[src/rtl/cpu_pkg.sv]
// Shared encodings for the ARM-subset control path: opcodes, data-processing
// commands, ALU control values, condition codes and flag bit positions.
package cpu_pkg;

    typedef enum logic [1:0] {
        OP_DP  = 2'b00,
        OP_MEM = 2'b01,
        OP_BR  = 2'b10,
        OP_UND = 2'b11
    } op_t;

    typedef enum logic [3:0] {
        CMD_AND = 4'b0000,
        CMD_SUB = 4'b0010,
        CMD_ADD = 4'b0100,
        CMD_CMP = 4'b1010,
        CMD_ORR = 4'b1100
    } cmd_t;

    typedef enum logic [1:0] {
        ALU_ADD = 2'b00,
        ALU_SUB = 2'b01,
        ALU_AND = 2'b10,
        ALU_ORR = 2'b11
    } alu_ctrl_t;

    typedef enum logic [3:0] {
        COND_EQ = 4'b0000,
        COND_NE = 4'b0001,
        COND_CS = 4'b0010,
        COND_CC = 4'b0011,
        COND_MI = 4'b0100,
        COND_PL = 4'b0101,
        COND_VS = 4'b0110,
        COND_VC = 4'b0111,
        COND_HI = 4'b1000,
        COND_LS = 4'b1001,
        COND_GE = 4'b1010,
        COND_LT = 4'b1011,
        COND_GT = 4'b1100,
        COND_LE = 4'b1101,
        COND_AL = 4'b1110
    } cond_t;

    localparam int FLAG_N = 3;
    localparam int FLAG_Z = 2;
    localparam int FLAG_C = 1;
    localparam int FLAG_V = 0;

endpackage

[src/rtl/control_unit_if.sv]
// Bundle between the control unit and the datapath: instruction fields and
// ALU flags in, the datapath control bundle and registered flags out.
interface control_unit_if;

    logic [19:0] Instr;
    logic [3:0]  ALUFlags;
    logic [1:0]  RegSrc;
    logic        RegWrite;
    logic [1:0]  ImmSrc;
    logic        ALUSrc;
    logic [1:0]  ALUControl;
    logic        MemtoReg;
    logic        MemWrite;
    logic        PCSrc;
    logic [3:0]  Flags;

    modport master (
        output Instr, ALUFlags,
        input  RegSrc, RegWrite, ImmSrc, ALUSrc, ALUControl,
        input  MemtoReg, MemWrite, PCSrc, Flags
    );

    modport slave (
        input  Instr, ALUFlags,
        output RegSrc, RegWrite, ImmSrc, ALUSrc, ALUControl,
        output MemtoReg, MemWrite, PCSrc, Flags
    );

endinterface

[src/rtl/control_unit_cond_logic.sv]
// Condition evaluation against the registered NZCV flags, the split NZ/CV
// flag register and the gating of every state-changing control output.
module cond_logic
    import cpu_pkg::*;
(
    input  logic       clk,
    input  logic       reset,
    input  logic [3:0] cond,
    input  logic [3:0] alu_flags,
    input  logic [1:0] flag_w,
    input  logic       pcs,
    input  logic       reg_w,
    input  logic       no_write,
    input  logic       mem_w,
    output logic       pc_src,
    output logic       reg_write,
    output logic       mem_write,
    output logic [3:0] flags
);

    logic [1:0] nz_q;
    logic [1:0] cv_q;
    logic       n, z, c, v;
    logic       cond_ex;
    logic [1:0] flag_write;
    logic       gate;

    assign flags = {nz_q, cv_q};
    assign n     = flags[FLAG_N];
    assign z     = flags[FLAG_Z];
    assign c     = flags[FLAG_C];
    assign v     = flags[FLAG_V];

    always_comb begin
        cond_ex = 1'b0;
        case (cond)
            COND_EQ: cond_ex = z;
            COND_NE: cond_ex = ~z;
            COND_CS: cond_ex = c;
            COND_CC: cond_ex = ~c;
            COND_MI: cond_ex = n;
            COND_PL: cond_ex = ~n;
            COND_VS: cond_ex = v;
            COND_VC: cond_ex = ~v;
            COND_HI: cond_ex = c & ~z;
            COND_LS: cond_ex = ~c | z;
            COND_GE: cond_ex = (n == v);
            COND_LT: cond_ex = (n != v);
            COND_GT: cond_ex = ~z & (n == v);
            COND_LE: cond_ex = z | (n != v);
            COND_AL: cond_ex = 1'b1;
            default: cond_ex = 1'b0;
        endcase
    end

    assign flag_write = flag_w & {2{cond_ex}};

    // Each field loads independently so ANDS/ORRS can leave C and V alone.
    always_ff @(posedge clk or negedge reset) begin
        if (!reset) begin
            nz_q <= 2'b00;
            cv_q <= 2'b00;
        end else begin
            if (flag_write[1]) nz_q <= alu_flags[3:2];
            if (flag_write[0]) cv_q <= alu_flags[1:0];
        end
    end

    assign gate      = cond_ex & reset;
    assign pc_src    = pcs & gate;
    assign reg_write = reg_w & ~no_write & gate;
    assign mem_write = mem_w & gate;

endmodule

[src/rtl/control_unit.sv]
// Single-cycle control unit: main and ALU decode of the fetched instruction,
// with conditional execution and the flag register delegated to cond_logic.
module control_unit
    import cpu_pkg::*;
(
    input logic           clk,
    input logic           reset,
    control_unit_if.slave bus
);

    logic [3:0] cond;
    logic [1:0] op;
    logic [5:0] funct;
    logic [3:0] rd;
    logic [3:0] unused_rn;

    logic [1:0] reg_src;
    logic [1:0] imm_src;
    logic       alu_src;
    logic [1:0] alu_control;
    logic       mem_to_reg;
    logic       reg_w;
    logic       mem_w;
    logic       branch;
    logic       no_write;
    logic [1:0] flag_w;
    logic       pcs;

    logic       pc_src;
    logic       reg_write;
    logic       mem_write;
    logic [3:0] flags;

    assign cond      = bus.Instr[19:16];
    assign op        = bus.Instr[15:14];
    assign funct     = bus.Instr[13:8];
    assign unused_rn = bus.Instr[7:4];
    assign rd        = bus.Instr[3:0];

    always_comb begin
        reg_src     = 2'b00;
        imm_src     = 2'b00;
        alu_src     = 1'b0;
        alu_control = ALU_ADD;
        mem_to_reg  = 1'b0;
        reg_w       = 1'b0;
        mem_w       = 1'b0;
        branch      = 1'b0;
        no_write    = 1'b0;
        flag_w      = 2'b00;
        case (op)
            OP_DP: begin
                alu_src = funct[5];
                case (funct[4:1])
                    CMD_ADD: begin
                        alu_control = ALU_ADD;
                        reg_w       = 1'b1;
                        flag_w      = {2{funct[0]}};
                    end
                    CMD_SUB: begin
                        alu_control = ALU_SUB;
                        reg_w       = 1'b1;
                        flag_w      = {2{funct[0]}};
                    end
                    CMD_AND: begin
                        alu_control = ALU_AND;
                        reg_w       = 1'b1;
                        flag_w      = {funct[0], 1'b0};
                    end
                    CMD_ORR: begin
                        alu_control = ALU_ORR;
                        reg_w       = 1'b1;
                        flag_w      = {funct[0], 1'b0};
                    end
                    // CMP without S has no defined meaning, so it is squashed.
                    CMD_CMP: begin
                        alu_control = ALU_SUB;
                        no_write    = 1'b1;
                        reg_w       = funct[0];
                        flag_w      = {2{funct[0]}};
                    end
                    default: ;
                endcase
            end
            OP_MEM: begin
                imm_src = 2'b01;
                alu_src = 1'b1;
                if (funct[0]) begin
                    reg_w      = 1'b1;
                    mem_to_reg = 1'b1;
                end else begin
                    reg_src = 2'b10;
                    mem_w   = 1'b1;
                end
            end
            OP_BR: begin
                reg_src = 2'b01;
                imm_src = 2'b10;
                alu_src = 1'b1;
                branch  = 1'b1;
            end
            default: ;
        endcase
    end

    assign pcs = branch | (reg_w & (rd == 4'hF));

    cond_logic u_cond_logic (
        .clk       (clk),
        .reset     (reset),
        .cond      (cond),
        .alu_flags (bus.ALUFlags),
        .flag_w    (flag_w),
        .pcs       (pcs),
        .reg_w     (reg_w),
        .no_write  (no_write),
        .mem_w     (mem_w),
        .pc_src    (pc_src),
        .reg_write (reg_write),
        .mem_write (mem_write),
        .flags     (flags)
    );

    assign bus.RegSrc     = reg_src;
    assign bus.ImmSrc     = imm_src;
    assign bus.ALUSrc     = alu_src;
    assign bus.ALUControl = alu_control;
    assign bus.MemtoReg   = mem_to_reg;
    assign bus.RegWrite   = reg_write;
    assign bus.MemWrite   = mem_write;
    assign bus.PCSrc      = pc_src;
    assign bus.Flags      = flags;

endmodule

[src/flat_wrapper.sv]
// flat-port wrapper written by rule: the top's interface ports become plain ports
module control_unit_flat import cpu_pkg::*;
  (clk, reset, bus_Instr, bus_ALUFlags, bus_RegSrc, bus_RegWrite, bus_ImmSrc, bus_ALUSrc, bus_ALUControl, bus_MemtoReg, bus_MemWrite, bus_PCSrc, bus_Flags);
  control_unit_if bus_i ();
  input logic clk;
  input logic reset;
  input wire logic [$bits(bus_i.Instr)-1:0] bus_Instr;
  input wire logic [$bits(bus_i.ALUFlags)-1:0] bus_ALUFlags;
  output wire logic [$bits(bus_i.RegSrc)-1:0] bus_RegSrc;
  output wire logic [$bits(bus_i.RegWrite)-1:0] bus_RegWrite;
  output wire logic [$bits(bus_i.ImmSrc)-1:0] bus_ImmSrc;
  output wire logic [$bits(bus_i.ALUSrc)-1:0] bus_ALUSrc;
  output wire logic [$bits(bus_i.ALUControl)-1:0] bus_ALUControl;
  output wire logic [$bits(bus_i.MemtoReg)-1:0] bus_MemtoReg;
  output wire logic [$bits(bus_i.MemWrite)-1:0] bus_MemWrite;
  output wire logic [$bits(bus_i.PCSrc)-1:0] bus_PCSrc;
  output wire logic [$bits(bus_i.Flags)-1:0] bus_Flags;
  assign bus_i.Instr = bus_Instr;
  assign bus_i.ALUFlags = bus_ALUFlags;
  assign bus_RegSrc = bus_i.RegSrc;
  assign bus_RegWrite = bus_i.RegWrite;
  assign bus_ImmSrc = bus_i.ImmSrc;
  assign bus_ALUSrc = bus_i.ALUSrc;
  assign bus_ALUControl = bus_i.ALUControl;
  assign bus_MemtoReg = bus_i.MemtoReg;
  assign bus_MemWrite = bus_i.MemWrite;
  assign bus_PCSrc = bus_i.PCSrc;
  assign bus_Flags = bus_i.Flags;
  control_unit u_core (.clk(clk), .reset(reset), .bus(bus_i));
endmodule
[config.mk]
export PLATFORM = sky130hd
export DESIGN_NAME = control_unit_flat
export DESIGN_NICKNAME = d
export VERILOG_FILES = /design/src/rtl/cpu_pkg.sv /design/src/rtl/control_unit_if.sv /design/src/rtl/control_unit_cond_logic.sv /design/src/rtl/control_unit.sv /design/src/flat_wrapper.sv
export SDC_FILE = /design/constraint.sdc
export NUM_CORES = 1
export LEC_CHECK = 0
export ABC_AREA = 1
export CORE_AREA = 2 2 45 47
export DETAILED_ROUTE_END_ITERATION = 7
export DIE_AREA = 0 0 47 49
export PLACE_DENSITY = 0.81
export REMOVE_ABC_BUFFERS = 1
export SLEW_MARGIN = 20
export SYNTH_ARGS = -nofsm -noshare
export SYNTH_HDL_FRONTEND = slang
export SYNTH_HIERARCHICAL = 1
export SYNTH_SLANG_ARGS = --single-unit
[constraint.sdc]
create_clock -name clk -period 2.25 [get_ports clk]
set_input_delay 0.225 -clock clk [delete_from_list [all_inputs] [get_ports clk]]
set_output_delay 0.225 -clock clk [all_outputs]
set_load 0.1 [all_outputs]
==> results.json, run 1 <==
{
  "wire_per_inst_um": 10.6,
  "ys_seq_elements": 4,
  "grt_usage_pct": 19.2,
  "reg2regPathDepth": 12,
  "nets": 197,
  "antenna_found_initial": 0,
  "cts.path.max_buffers": 2,
  "drc": 0,
  "hpwl_um": 1640,
  "detail_route.wirelength_um": 2020,
  "drv_slew": 0,
  "ys_warn_count": 6,
  "met2_usage_pct": 32.9,
  "power.density_nw_per_um2": 513,
  "crit_type": "in -> out",
  "vdd_ir_drop_max_mv": 0.324,
  "cts_tree": "yes",
  "fin_skew_ns": 0.00193,
  "grt_overflow": 0,
  "max_stage_delay_ns": 0.48,
  "globalRouteMet1Util_pct": 18.4,
  "post-route-period-util_pct": 94.3,
  "die-area_um2": 2300,
  "fmax_ghz": 0.471,
  "path_cells": "clkdlybuf4s50_1 > inv_1 > ha_1 > inv_1 > nor2_2 > nand3_2 > nand3_2 > nand3_1 > nor2_1 > buf_12",
  "dr_total_vias": 914,
  "slew_headroom_pct": 73.8,
  "finalPower_uw": 610,
  "cts_sinks": 4,
  "cts_root_buf": "clkbuf_4",
  "firstDrtPassIters": 5,
  "end_kind": "output pin",
  "p_leak_uw": 0.000601,
  "grt_max_degree": 8,
  "grt_pass1_wl_um": 3210,
  "fin_util_pct": 64.5,
  "via_per_inst": 4.79,
  "syn-mean-instance-area_um2": 5.35,
  "r2r_setup_slack_ns": 0.72,
  "status": "finished clean",
  "synth_largest_type_area_fraction_pct": 24.5,
  "num_rows": 16,
  "numPortBuffers": 36,
  "core_um2": 1840,
  "post-route-min-period_ns": 2.12,
  "htree_levels": 1,
  "fin_hold_ws_ns": 0.227,
  "yosys-top-cells-area": "nand2_1 (24%), dfrtp_1 (15%), nand3_1 (11%), inv_1 (10%), nor2_1 (10%)",
  "numCtsBuffers": 3,
  "synth_area_um2": 674,
  "tightest_slew_ns": 0.389,
  "r2r_end": "u_core/u_cond_logic/cv_q[1]$_DFFE_PN0P_",
  "hold_viol_final": 0,
  "top_usage_layer": "met2",
  "place.gp.congestion": 0.813,
  "grt_util_met3_pct": 8.89,
  "hp-class": "in -> async",
  "clkTransAtPathRegs_ns": 0.04,
  "cp_top_family": "buffers and inverters",
  "fp.dieH_um": 49,
  "worstPathMaxFanout": 4,
  "arrival_ns": 1.90,
  "netlist_instances": 126,
  "critPathLaunchType": "primary input",
  "setup_violations": 0,
  "drive_gt1_share_pct": 18.9,
  "io-pin-count": 41,
  "initial_core_util_pct": 36.6,
  "synth_top_area_cell": "nand2_1",
  "grt_setup_unrepaired": "false",
  "clk_latency_ns": 0.23,
  "cap_violations": 0,
  "hold_buffers": 0,
  "crit_path_top_delay_cell": "clkdlybuf4s50_1",
  "n_antenna_cell": 0,
  "r2r-start": "u_core/u_cond_logic/cv_q[0]$_DFFE_PN0P_",
  "seq_area_frac_synth_pct": 14.8,
  "drtIter0Drc": 19,
  "path_buf_inv": 4,
  "critPathRequiredTime_ns": 2.03,
  "area_delta_synth_final_pct": 76.3,
  "ys_types": 17,
  "grt_pass1_vias": 865,
  "die_w_um": 47,
  "ant_nets": 0
}
## logic make-up (layout without fill, tap and decap cells)
logic type,Yosys count,in the layout,synth area share (%)
and+or+nand+nor,87,87,55.8
buffers and inverters,23,61,13.9
AOI/OAI and AO/OA,7,7,6.12
adders and majority gates,5,5,9.28
DFF,4,4,14.8
## cells in the mapped netlist (all sizes together)
cell	count
nand3	17
a21oi	6
dfrtp	4
nor3	2
a21boi	1
nand3b	1
nor4	1
nand2	46
inv	21
nor2	20
ha	5
buf	2
## cells in the final DEF, fill, tap and decap left out, drive strengths merged
cell	count
a21oi	6
nand2	46
clkbuf	3
nand3b	1
inv	21
a21boi	1
dfrtp	4
nor4	1
nor2	20
clkdlybuf4s50	21
nor3	2
ha	5
buf	16
nand3	17
## how the worst max path moves through the flow
| stage | startpoint | to | slack [ns] | cells past startpoint |
|---|---|---|---|---|
| CTS | bus_Instr[14] | bus_PCSrc | 0.08 | 12 |
| floorplan | bus_Instr[14] | bus_PCSrc | -1.23 | 6 |
| finish | bus_Instr[14] | bus_RegWrite | 0.13 | 10 |
| global route | bus_Instr[19] | bus_RegWrite | 0.01 | 12 |
| detailed placement | bus_Instr[14] | bus_PCSrc | 0.09 | 12 |
| global placement | bus_Instr[14] | bus_PCSrc | 0.16 | 12 |
## final cells by class
class	count	area (um2)
tap	27	33.8
timing repair buffer	37	468
inverter	21	78.8
sequential	4	100
fill	175	653
multi-input combinational	99	485
clock buffer	3	22.5
## flip-flops by register name (all words and copies together), names as in the netlist
| signal | count |
|---|---|
| u_core/u_cond_logic/cv_q | 2 |
| u_core/u_cond_logic/nz_q | 2 |
## worst register-to-register path: stages, from the launching register on
cell     delay, ns
dfrtp_1       0.42
inv_1         0.11
nand2_1       0.07
nand3_1       0.11
nand2_1       0.06
nand2_1       0.05
nand2_1       0.05
nor2_1        0.11
nand2_2       0.09
buf_4         0.16
nand2_1       0.08
nand2_1       0.07
nand2_1       0.08
## report_power, final
| part | internal [uW] | switching, uW |
|---|---|---|
| combinational | 128 | 282 |
| sequential | 87.6 | 23.9 |
| clock | 59.6 | 28.9 |
## metrics by stage
| stage | setup slack [ns] | std cells | cell area [um2] | setup TNS [ns] |
|---|---|---|---|---|
| floorplan | -1.23 | 124 | 659 | -3.92 |
| global placement | 0.160 | 188 | 1160 | 0 |
| detailed placement | 0.0874 | 188 | 1160 | 0 |
| CTS | 0.0832 | 191 | 1180 | 0 |
| global route | 0.0118 | 191 | 1190 | 0 |
| finish | 0.129 | 191 | 1190 | 0 |
## timing repair
item,CTS,global route
gates resized for setup,0,2
endpoints found under the hold margin,0,0
setup endpoints to repair,0,1
setup buffers,0,0
## layer usage
layer  share of wire, %  vias to the layer above
li1                   -                      467
met1                 38                      400
met2                 51                       45
met3                 11                        2
met4               0.40                        0
met5                  0                        -
(Power assumes the default switching activity.)
==> run 2, diff against run 1 <==
--- a/config.mk
+++ b/config.mk
@@ -6,10 +6,10 @@
 export NUM_CORES = 1
 export LEC_CHECK = 0
 export ABC_AREA = 1
-export CORE_AREA = 2 2 45 47
+export CORE_AREA = 2 2 46 48
 export DETAILED_ROUTE_END_ITERATION = 7
-export DIE_AREA = 0 0 47 49
-export PLACE_DENSITY = 0.81
+export DIE_AREA = 0 0 48 50
+export PLACE_DENSITY = 0.77
 export REMOVE_ABC_BUFFERS = 1
 export SLEW_MARGIN = 20
 export SYNTH_ARGS = -nofsm -noshare
==> constraint.sdc (replaced) <==
create_clock -name clk -period 2.1 [get_ports clk]
set_input_delay 0.21 -clock clk [delete_from_list [all_inputs] [get_ports clk]]
set_output_delay 0.21 -clock clk [all_outputs]
set_load 0.1 [all_outputs]
==> run 2 against run 1 <==
Net effect: sequential share of layout area down 0.26 points; first-iteration DRC count up 16%; sequential cell count unchanged; setup slack better by 0.016 ns; cell count up 2.6%; critical endpoint unchanged; largest power group unchanged; highest routed layer is now met3.
==> results.json, run 2 (synthesis results as in run 1) <==
{
  "switching_share_pct": 54.3,
  "grt_pass1_vias": 869,
  "slew_headroom_pct": 77.2,
  "pwr-share-seq_pct": 18.5,
  "worstPathMaxFanout": 3,
  "critPathRequiredTime_ns": 1.89,
  "status": "finished clean",
  "vdd_ir_drop_max_mv": 0.315,
  "critPathLaunch": "bus_Instr[14]",
  "power.density_nw_per_um2": 527,
  "path_buf_inv": 5,
  "cts_sinks": 4,
  "hpwl_um": 1740,
  "arrival_ns": 1.75,
  "cap_violations": 0,
  "crit_top_cell": "inv_1",
  "grt_setup_unrepaired": "false",
  "fin_skew_ns": 0.00112,
  "io-pin-count": 41,
  "cts_root_buf": "clkbuf_4",
  "reg_top3": "u_core/u_cond_logic/cv_q: 2 flops, u_core/u_cond_logic/nz_q: 2 flops",
  "power.switching_uw": 356,
  "hold_buffers": 0,
  "cp_top_family": "buffers and inverters",
  "num_rows": 16,
  "cts_tree": "yes",
  "numCtsBuffers": 3,
  "clkTransAtPathRegs_ns": 0.04,
  "setup_violations": 0,
  "clk_latency_ns": 0.23,
  "post-route-period-util_pct": 93.1,
  "fp.dieH_um": 50,
  "final_common_cell": "nand2_1",
  "r2r_setup_slack_ns": 0.62,
  "crit_type": "in -> out",
  "place.gp.congestion": 0.822,
  "numPortBuffers": 36,
  "endpoint": "bus_RegWrite",
  "firstDrtPassIters": 4,
  "grt_overflow": 0,
  "r2r-start": "u_core/u_cond_logic/nz_q[1]$_DFFE_PN0P_",
  "critPathLaunchType": "primary input",
  "via_per_inst": 4.71,
  "final_cell_mix": "nand2_1 (44), clkdlybuf4s50_1 (17), inv_1 (17), nand3_1 (15), nor2_1 (14)",
  "htree_levels": 1,
  "pwr-share-clk_pct": 13.8,
  "initial_core_util_pct": 35.5,
  "drv_slew": 0,
  "worstSetupPathDepth": 8,
  "reg2regPathDepth": 12,
  "antenna_found_initial": 0,
  "path_cells": "clkdlybuf4s50_1 > inv_1 > ha_1 > inv_1 > buf_4 > nor4_1 > nor2_2 > buf_12",
  "fin_ws_ns": 0.145,
  "grt_pass1_wl_um": 3190,
  "core_um2": 1900,
  "ant_nets": 0,
  "nets": 202,
  "hp-class": "in -> async",
  "drtIter0Drc": 22,
  "max_stage_delay_ns": 0.42,
  "detail_route.wirelength_um": 1990,
  "crit_path_top_delay_cell": "clkdlybuf4s50_1",
  "hold_viol_final": 0,
  "die-area_um2": 2400,
  "grt_usage_pct": 17.7,
  "grt_max_degree": 8,
  "drive_gt1_share_pct": 23.7,
  "tightest_slew_ns": 0.338,
  "post-route-min-period_ns": 1.96,
  "drc": 0,
  "tns_ns": 0,
  "comb_power_share_pct": 67.7,
  "n_antenna_cell": 0,
  "die_w_um": 48,
  "r2r_end": "u_core/u_cond_logic/cv_q[0]$_DFFE_PN0P_",
  "wire_per_inst_um": 10.2,
  "fmax_ghz": 0.511,
  "area_delta_synth_final_pct": 84.2,
  "p_leak_uw": 0.000659,
  "end_kind": "output pin",
  "pre_cts_ws_ns": 0.00688,
  "dr_total_vias": 924,
  "internal-power_uw": 300,
  "cts.path.max_buffers": 2
}
run 2: how the worst min path moves through the flow:
stage	cells past startpoint	start	to
finish	1	reset	u_core/u_cond_logic/nz_q[1]$_DFFE_PN0P_
global route	1	reset	u_core/u_cond_logic/nz_q[1]$_DFFE_PN0P_
CTS	1	reset	u_core/u_cond_logic/cv_q[1]$_DFFE_PN0P_
detailed placement	1	reset	u_core/u_cond_logic/nz_q[1]$_DFFE_PN0P_
global placement	1	reset	u_core/u_cond_logic/cv_q[0]$_DFFE_PN0P_
floorplan	0	reset	u_core/u_cond_logic/cv_q[0]$_DFFE_PN0P_
run 2: cell type report:
class / instances / area, um2
Sequential cell: 4 / 101
Multi-Input combinational cell: 99 / 490
Clock buffer: 3 / 22.5
Tap cell: 27 / 33.8
Inverter: 21 / 78.8
Timing Repair Buffer: 42 / 515
Fill cell: 179 / 659
run 2: power groups by stage:
stage | logic [uW] | clock network, uW | registers [uW]
detailed placement | 442 | 0 | 121
CTS | 443 | 93.4 | 120
global placement | 433 | 0 | 119
global route | 471 | 103 | 125
floorplan | 172 | 0 | 234
finish | 443 | 90.7 | 121
run 2: per-stage QoR:
stage	util [%]	hold slack [ns]	cells	instance area [um2]	power (uW)
floorplan	-	-0.0856	124	659	406
global route	65.3	0.225	196	1240	698
global placement	63.0	0.461	193	1200	553
CTS	64.2	0.223	196	1220	657
finish	65.3	0.216	196	1240	655
detailed placement	63.0	0.464	193	1200	563
run 2: routing by layer:
| metal | track usage (%) | wire length, um | share of wire (%) | vias up |
|---|---|---|---|---|
| met5 | 0 | 0 | 0 | - |
| met4 | 2.70 | 0 | 0 | 0 |
| met3 | 8.06 | 219 | 11 | 0 |
| met2 | 32.4 | 1040 | 52 | 46 |
| met1 | 17.7 | 728 | 37 | 403 |
| li1 | - | - | - | 475 |
run 2: timing repair:
action,CTS,global route
gates resized for setup,0,10
endpoints found under the setup margin,0,3
setup buffers,0,0
